`src/rtl/mul_share_ctrl_pkg.sv`:
```
// Shared definitions for the multiplier-sharing controller: FSM encoding,
// datapath strobe bundle and round-robin index arithmetic.
package mul_share_ctrl_pkg;

    localparam int DEF_N_REQ = 4;
    localparam int DEF_W     = 16;

    typedef enum logic [2:0] {
        ST_IDLE   = 3'd0,
        ST_LOAD_A = 3'd1,
        ST_LOAD_B = 3'd2,
        ST_ACCUM  = 3'd3,
        ST_DONE   = 3'd4
    } state_e;

    typedef struct packed {
        logic ld_a;
        logic ld_b;
        logic ld_p;
        logic clr_p;
        logic dec_b;
    } strobe_t;

    // Slot 'off' positions after 'base' on a ring of n requesters.
    function automatic int rr_slot(input int base, input int off, input int n);
        return (base + off) % n;
    endfunction

endpackage

```
`src/rtl/mul_share_ctrl_rr_arbiter.sv`:
```
// Combinational round-robin pick: first asserted request at or after the
// pointer, wrapping, returned both one-hot and as an index.
module mul_share_ctrl_rr_arbiter
    import mul_share_ctrl_pkg::*;
#(
    parameter int N_REQ = DEF_N_REQ,
    parameter int ID_W  = 2
) (
    input  logic [N_REQ-1:0] req,
    input  logic [ID_W-1:0]  ptr,
    output logic [N_REQ-1:0] gnt,
    output logic [ID_W-1:0]  idx,
    output logic             valid
);

    always_comb begin
        gnt   = '0;
        idx   = '0;
        valid = 1'b0;
        for (int k = 0; k < N_REQ; k++) begin
            if (!valid && req[rr_slot(int'(ptr), k, N_REQ)]) begin
                valid = 1'b1;
                idx   = ID_W'(rr_slot(int'(ptr), k, N_REQ));
                gnt[rr_slot(int'(ptr), k, N_REQ)] = 1'b1;
            end
        end
    end

endmodule

```
`src/rtl/mul_share_ctrl.sv`:
```
// Sequencer that time-shares one repeated-addition multiplier datapath among
// N_REQ requesters: round-robin grant, operand load, accumulate, hand back.
module mul_share_ctrl
    import mul_share_ctrl_pkg::*;
#(
    parameter int N_REQ = DEF_N_REQ,
    parameter int W     = DEF_W,
    parameter int ID_W  = 2
) (
    input  logic               clk,
    input  logic               reset,
    input  logic [N_REQ-1:0]   req,
    input  logic [N_REQ*W-1:0] op_a,
    input  logic [N_REQ*W-1:0] op_b,
    output logic [N_REQ-1:0]   gnt,
    output logic [N_REQ-1:0]   ack,
    output logic [W-1:0]       result,
    output logic [ID_W-1:0]    result_id,
    output logic               result_vld,
    output logic               busy,
    output logic [W-1:0]       data_out,
    output logic               ldA,
    output logic               ldB,
    output logic               ldP,
    output logic               clrP,
    output logic               decB,
    input  logic               eqz,
    input  logic [W-1:0]       prod_in
);

    if (ID_W != $clog2(N_REQ) || N_REQ < 2 || N_REQ > 8) begin : g_bad_param
        $error("mul_share_ctrl: N_REQ must be 2..8 and ID_W must equal clog2(N_REQ)");
    end

    state_e             state_q, state_d;
    logic [ID_W-1:0]    id_q, id_d;
    logic [ID_W-1:0]    rr_q, rr_d;
    logic [N_REQ-1:0]   gnt_q, gnt_d;
    logic [W-1:0]       result_q, result_d;
    logic [ID_W-1:0]    result_id_q, result_id_d;

    strobe_t            strb;
    logic [W-1:0]       data_mux;
    logic               done_now;

    logic [N_REQ-1:0]   arb_gnt;
    logic [ID_W-1:0]    arb_idx;
    logic               arb_valid;

    logic [W-1:0]       op_a_arr [N_REQ];
    logic [W-1:0]       op_b_arr [N_REQ];

    genvar gi;
    for (gi = 0; gi < N_REQ; gi++) begin : g_req
        assign op_a_arr[gi] = op_a[gi*W +: W];
        assign op_b_arr[gi] = op_b[gi*W +: W];
        assign ack[gi]      = done_now && (id_q == ID_W'(gi));
    end

    mul_share_ctrl_rr_arbiter #(
        .N_REQ (N_REQ),
        .ID_W  (ID_W)
    ) u_arb (
        .req   (req),
        .ptr   (rr_q),
        .gnt   (arb_gnt),
        .idx   (arb_idx),
        .valid (arb_valid)
    );

    always_ff @(posedge clk or negedge reset) begin
        if (!reset) begin
            state_q     <= ST_IDLE;
            id_q        <= '0;
            rr_q        <= '0;
            gnt_q       <= '0;
            result_q    <= '0;
            result_id_q <= '0;
        end else begin
            state_q     <= state_d;
            id_q        <= id_d;
            rr_q        <= rr_d;
            gnt_q       <= gnt_d;
            result_q    <= result_d;
            result_id_q <= result_id_d;
        end
    end

    always_comb begin
        state_d     = state_q;
        id_d        = id_q;
        rr_d        = rr_q;
        gnt_d       = gnt_q;
        result_d    = result_q;
        result_id_d = result_id_q;
        strb        = '0;
        data_mux    = '0;
        done_now    = 1'b0;

        case (state_q)
            ST_IDLE: begin
                if (arb_valid) begin
                    gnt_d   = arb_gnt;
                    id_d    = arb_idx;
                    state_d = ST_LOAD_A;
                end
            end
            ST_LOAD_A: begin
                strb.ld_a = 1'b1;
                data_mux  = op_a_arr[id_q];
                state_d   = ST_LOAD_B;
            end
            ST_LOAD_B: begin
                strb.ld_b  = 1'b1;
                strb.clr_p = 1'b1;
                data_mux   = op_b_arr[id_q];
                state_d    = ST_ACCUM;
            end
            ST_ACCUM: begin
                // eqz is combinational from the counter, so the last add is
                // suppressed in the very cycle the count reaches zero.
                if (eqz) begin
                    state_d = ST_DONE;
                end else begin
                    strb.ld_p  = 1'b1;
                    strb.dec_b = 1'b1;
                end
            end
            ST_DONE: begin
                done_now    = 1'b1;
                result_d    = prod_in;
                result_id_d = id_q;
                rr_d        = ID_W'(rr_slot(int'(id_q), 1, N_REQ));
                gnt_d       = '0;
                state_d     = ST_IDLE;
            end
            default: begin
                state_d = ST_IDLE;
            end
        endcase
    end

    // The product is forwarded during DONE so it is valid alongside the
    // result_vld/ack pulse; the registered copy holds it afterwards.
    assign result     = done_now ? prod_in : result_q;
    assign result_id  = done_now ? id_q : result_id_q;
    assign result_vld = done_now;
    assign busy       = (state_q != ST_IDLE);
    assign gnt        = gnt_q;
    assign data_out   = data_mux;
    assign ldA        = strb.ld_a;
    assign ldB        = strb.ld_b;
    assign ldP        = strb.ld_p;
    assign clrP       = strb.clr_p;
    assign decB       = strb.dec_b;

endmodule
```
`config.mk`:
```
export PLATFORM = sky130hd
export DESIGN_NAME = mul_share_ctrl
export DESIGN_NICKNAME = d
export VERILOG_FILES = /design/src/rtl/mul_share_ctrl_pkg.sv /design/src/rtl/mul_share_ctrl_rr_arbiter.sv /design/src/rtl/mul_share_ctrl.sv
export SDC_FILE = /design/constraint.sdc
export NUM_CORES = 1
export LEC_CHECK = 0
export CAP_MARGIN = 20
export CORE_ASPECT_RATIO = 1.75
export CORE_MARGIN = 1
export CORE_UTILIZATION = 32
export CTS_CLUSTER_DIAMETER = 200
export DETAILED_ROUTE_END_ITERATION = 10
export HOLD_SLACK_MARGIN = 0.1
export PLACE_DENSITY = 0.9
export SYNTH_ARGS = -nofsm -noshare
export SYNTH_HDL_FRONTEND = slang
export SYNTH_HIERARCHICAL = 1
export SYNTH_SLANG_ARGS = --single-unit
```
`constraint.sdc`:
```
create_clock -name clk -period 2.3 [get_ports clk]
set_input_delay 0.46 -clock clk [delete_from_list [all_inputs] [get_ports clk]]
set_output_delay 0.46 -clock clk [all_outputs]
set_load 0.02 [all_outputs]
```
==> results of run 1 <==
==> sequential cells by signal, summed over array words and instances (netlist names) <==
signal and count:
result_q 16, gnt 4, state_q 3, id_q 2, result_id_q 2, rr_q 2
==> Yosys cell counts, types with 2 or more instances <==
master    number  area share (%)
buf_6          3             1.2
a21oi_1        2            0.37
mux4_2        19              16
nor2_1         5            0.69
a22oi_1        8             2.2
o21ai_0       14             2.6
buf_4          9             2.5
clkbuf_1       2            0.28
nand2b_1       3            0.69
a21o_1        15             4.2
inv_1          6            0.83
mux4_1         2             1.9
dfrtp_1       29              27
ha_1           9             4.2
and2_1         4            0.92
o22ai_1        5             1.2
mux2_2         2            0.83
nand2_1       66             9.1
o22ai_2       10             4.6
or3_1          2            0.46
mux2i_1       31              11
buf_2         10             1.8
==> cell type report <==
class | instances | area [um2]
Tap cell | 92 | 115
Fill cell | 659 | 3130
Inverter | 7 | 26.3
Timing Repair Buffer | 245 | 2270
Sequential cell | 29 | 727
Clock buffer | 7 | 143
Multi-Input combinational cell | 212 | 1850
==> logic make-up (layout without fill, tap and decap cells) <==
| logic type | after synthesis | in the layout | synth area share (%) |
|---|---|---|---|
| AO/OA/AOI/OAI | 60 | 60 | 17.0 |
| adder cells (fa/ha/maj) | 9 | 9 | 4.16 |
| buffers and inverters | 31 | 259 | 6.84 |
| flip-flops | 29 | 29 | 26.8 |
| multiplexers | 54 | 54 | 30.0 |
| AND/OR/NAND/NOR | 89 | 89 | 15.2 |
==> through the flow <==
stage,setup slack [ns],hold slack [ns],util [%]
6_report,0.0288,0.467,62.1
5_1_grt,-0.00939,0.483,62.1
4_1_cts,-0.0417,0.471,62.0
3_5_place_dp,-0.281,0.459,60.5
3_3_place_gp,-0.251,0.454,60.5
2_1_floorplan,0.0485,0.164,-
==> power by group <==
| part | leakage, nW | internal, mW | switching (mW) |
|---|---|---|---|
| registers | 0.356 | 0.746 | 0.105 |
| clock network | 0.0700 | 0.423 | 0.210 |
| logic | 1.95 | 2.01 | 2.12 |
| total | 2.38 | 3.18 | 2.44 |
==> worst max-delay path: cells and delay by family (launching register included) <==
kind,cells,cell delay [ns]
buffers and inverters,2,0.34
DFF,1,0.41
and+or+nand+nor,1,0.54
AOI/OAI and AO/OA,2,0.24
==> worst max path at each step <==
| stage | endpoint | cells past startpoint | from |
|---|---|---|---|
| global placement | data_out[13] | 4 | op_a[45] |
| floorplan | gnt[0] | 11 | rr_q[0] |
| finish | data_out[1] | 5 | state_q[0] |
| CTS | data_out[0] | 5 | state_q[0] |
| detailed placement | data_out[11] | 4 | op_b[11] |
| global route | gnt[0] | 9 | rr_q[0] |
==> layer usage <==
layer,GRT usage [%],part of all wire [%],up-vias
met3,5.58,8.4,24
met1,22.7,34,1515
met5,0,0,-
met2,47.0,55,158
li1,-,-,1460
met4,11.2,2.6,0
==> what timing repair did <==
action                                  CTS  global route
endpoints found under the setup margin   42            35
resized for setup                       133            42
pin swaps                                 0             1
setup buffers                             4             5
==> flow_summary.ini, run 1 <==
[global_route]
grtUsageTotal_pct = 23.8
grt_overflow = 0
grt_max_degree = 30
grt_pass1_vias = 3336
antenna_found_initial = 0
grt_first_pass_wirelength_um = 16200

[run]
maxCapViolations = 0

[min_path]
min_from = result_q[14]
min_path_cells = 2
hold_class = register to register
holdPathEnd = result_q[14]

[synth]
yosys_warnings = 6
ys.flop_type = dfrtp_1
yosysUniqueCellTypes = 38
syn_nets = 432
synth_edf_count = 0
synth-seq-cells = 29
syn_inst = 272
syn-cell-area_um2 = 2710
async_flop_share_pct = 100
synth.avg_cell_area_um2 = 9.96
ys_seq_area_share_pct = 26.8

[worst_setup_path]
worstPathMaxFanout = 15
reg2reg_depth = 8
cp_data_required_time_ns = 1.84
cp_slowest_cell = or4b_4
cp-start-kind = register
r2r_end = gnt[0]
regToRegSetupSlack_ns = 0.13
cpPeakStageDelay_ns = 0.54
worstSetupPathType = register to primary output
path_cells = or4b_4 > buf_12 > o22ai_2 > a21o_1 > buf_2
r2r_start = rr_q[0]
crit_path_end_kind = primary output
worst_ep_arrival_time_ns = 1.81

[drt]
dr.pass1.iters = 6
wirelength_um = 10700
drt-wirelength-per-cell_um = 18.1
drc = 0
ant_nets = 0
routed_via_density = 5.33
vias = 3157
drt_iter0_drc = 80

[sta]
tns_ns = 0
skew_ns = 0.00323
slew_headroom_pct = 62.8
finalSetupViolations = 0
post-route-period-util_pct = 98.7
hold_viol = 0
period_needed_ns = 2.27
worst_pin_slew_ns = 0.551
slew_viol_final = 0
timing.fmax_ghz = 0.440

[floorplanning]
ios = 200
coreArea_um2 = 8260
initial_core_util_pct = 32.8
row_count = 44
die_w_um = 71.6
die_area_um2 = 8850
die_h_um = 124

[clocking]
cts_buffers = 5
clock_path_buffers = 2
holdBufCountCts = 0
htreeDepth = 2
clock-root-buffer = clkbuf_16
path_clk_slew_ns = 0.05
cts_tree = built
clkSinkCount = 29
worstSkewPairLatency_ns = 0.27

[layout]
drive_gt1_share_pct = 27.2
n_antenna_cell = 0
most-common-layout-cells = 151 x clkdlybuf4s50_1, 65 x nand2_1, 36 x buf_4
layout_commonest_cell = clkdlybuf4s50_1
num-nets-final = 660
stdcell_count = 592
areaGrowthSynthToFinish_pct = 89.4
fin_area_um2 = 5130

[place]
place_inst = 576
io_buffer_count = 199
place.gp.congestion = 0.857
dp_hpwl_um = 8640
dpl-instance-area_um2 = 5000

[run_status]
status = finished, final reports clean

[pwr]
p_per_area_nw_per_um2 = 1090
p_leak_nw = 2.38
ir_drop_mv = 0.979
p_total_mw = 5.62
Note: power is estimated with default switching activity, not from simulation.
==> inputs of run 2 (changes only) <==
Settings changed: CTS_CLUSTER_DIAMETER 200 to 80.
==> results of run 2 <==
No change in the layout: final DEF, timing and power equal those of run 1.
==> inputs of run 3 (changes only) <==
Settings changed: CORE_UTILIZATION 32 to 35, PLACE_DENSITY 0.9 to 0.93.
Clock period 2.3 ns to 2.6 ns, I/O delays scaled along.
==> run 3 against run 2 <==
  * Clock-buffer cell count stayed put
  * Power fell by 14%
  * Via count down 3.7%
  * Sequential share of layout area increased by 0.26 points
  * Sequential power fell by 12%
  * Sequential cell count is the same
  * Hold slack worse by 0.0023 ns
  * Combinational power down 17%
  * Setup slack improved by 0.049 ns
  * First-iteration DRC count decreased by 5.0%
  * Cell area down 1.8%
  * Largest power group unchanged
==> flow_summary.ini, run 3 (same netlist as run 1, synthesis figures left out) <==
[drt]
drt_iter0_drc = 76
dr.pass1.iters = 4
ant_nets = 0
drt-wirelength-per-cell_um = 18.5
drc = 0
vias = 3040
wirelength_um = 10600
routed_via_density = 5.32

[worst_setup_path]
cp-start-kind = register
cp_data_required_time_ns = 2.08
regToRegSetupSlack_ns = 0.33
worst_ep_arrival_time_ns = 2.00
worstPathMaxFanout = 11
r2r_end = gnt[3]
r2r_start = rr_q[0]
reg2reg_depth = 9
worstSetupPathType = register to primary output
crit_path_end_kind = primary output

[layout]
layout_commonest_cell = clkdlybuf4s50_1
largest_reg_flops = 16
drive_gt1_share_pct = 14.7
most-common-layout-cells = 161 x clkdlybuf4s50_1, 66 x nand2_1, 31 x mux2i_1
n_antenna_cell = 0
num-nets-final = 642
areaGrowthSynthToFinish_pct = 86.0
top_register = result_q

[place]
io_buffer_count = 199
place.gp.congestion = 0.894
post-place-ws_ns = -0.0991
dp_hpwl_um = 8580

[pwr]
seqPwrFrac_pct = 15.5
p_per_area_nw_per_um2 = 961
p_total_mw = 4.84
p_int_mw = 2.77
p_leak_nw = 2.33
ir_drop_mv = 0.803
clockPowerShare_pct = 13.8
power.switching_mw = 2.07
power_frac_comb_pct = 70.7
p_sw_share_pct = 42.7

[min_path]
min_path_cells = 2
holdPathEnd = result_q[14]
min_from = result_q[14]
hold_class = register to register

[floorplanning]
initial_core_util_pct = 36.0
row_count = 42
coreArea_um2 = 7510
die_h_um = 118
die_w_um = 68.5
die_area_um2 = 8110
ios = 200

[global_route]
grtUsageTotal_pct = 26.2
grt_first_pass_wirelength_um = 15700
grt_pass1_vias = 3202
grt_overflow = 0
grt_max_degree = 32
antenna_found_initial = 0

[clocking]
htreeDepth = 2
clock-root-buffer = clkbuf_16
worstSkewPairLatency_ns = 0.27
cts_tree = built
cts_buffers = 5
clock_path_buffers = 2
clkSinkCount = 29
path_clk_slew_ns = 0.05
holdBufCountCts = 0

[sta]
tns_ns = 0
timing.fmax_ghz = 0.396
post-route-period-util_pct = 97.0
whs_ns = 0.464
slew_viol_final = 0
slew_headroom_pct = 75.3
rsz0062_at_grt = no
skew_ns = 0.00251
hold_viol = 0
finalSetupViolations = 0
period_needed_ns = 2.52
worst_pin_slew_ns = 0.371
fin_ws_ns = 0.0775

[run]
maxCapViolations = 0

[run_status]
status = finished, final reports clean
==> run 3: worst max path at each step <==
stage / end / cells past startpoint / start
final: ldA / 5 / state_q[2]
after global routing: data_out[9] / 5 / state_q[0]
after CTS: ack[2] / 4 / state_q[0]
after detailed placement: data_out[13] / 4 / op_a[29]
after global placement: data_out[10] / 4 / op_a[26]
after floorplan: gnt[0] / 11 / rr_q[0]
==> run 3: routing by layer <==
metal / up-vias / share of wire (%) / global-route usage [%] / wire, um
met5: - / 0 / 0 / 0
met4: 0 / 3.2 / 9.64 / 337
met3: 25 / 13 / 10.4 / 1370
met2: 181 / 52 / 48.3 / 5550
met1: 1411 / 31 / 24.2 / 3320
li1: 1423 / - / - / -
==> run 3: area by class of cell <==
cell class / instances / area (um2)
clock buffer: 7 / 143
timing repair buffer: 226 / 2190
clock inverter: 1 / 30.0
sequential: 29 / 727
inverter: 7 / 28.8
tap: 88 / 110
multi-input combinational: 212 / 1800
fill: 591 / 2480
timing repair inverter: 1 / 7.51
==> run 3: critical path, cell delays in order, from the launching register on <==
cell and delay, ns:
dfrtp_1 0.42, buf_4 0.16, nand2b_1 0.17, nor2_1 0.14, buf_4 0.22, clkdlybuf4s50_1 0.62
==> run 3: timing repair <==
action	CTS	global route
setup endpoints to repair	39	10
gates cloned	1	0
setup buffers	1	0
gates resized for setup	32	10
pin swaps	0	0
==> run 3: power by group through the flow <==
stage               combinational (mW)  sequential [mW]  clock [mW]
floorplan                         2.14            0.769           0
global placement                  3.51            0.742           0
detailed placement                3.60            0.756           0
CTS                               3.45            0.751       0.674
global route                      3.67            0.777       0.701
finish                            3.43            0.750       0.668
==> run 3: metrics by stage <==
stage / instances / util, % / area [um2]
2_1_floorplan: 272 / - / 2710
3_5_place_dp: 561 / 64.7 / 4860
3_3_place_gp: 561 / 64.7 / 4860
5_1_grt: 571 / 67.0 / 5040
4_1_cts: 571 / 66.7 / 5020
6_report: 571 / 67.0 / 5040
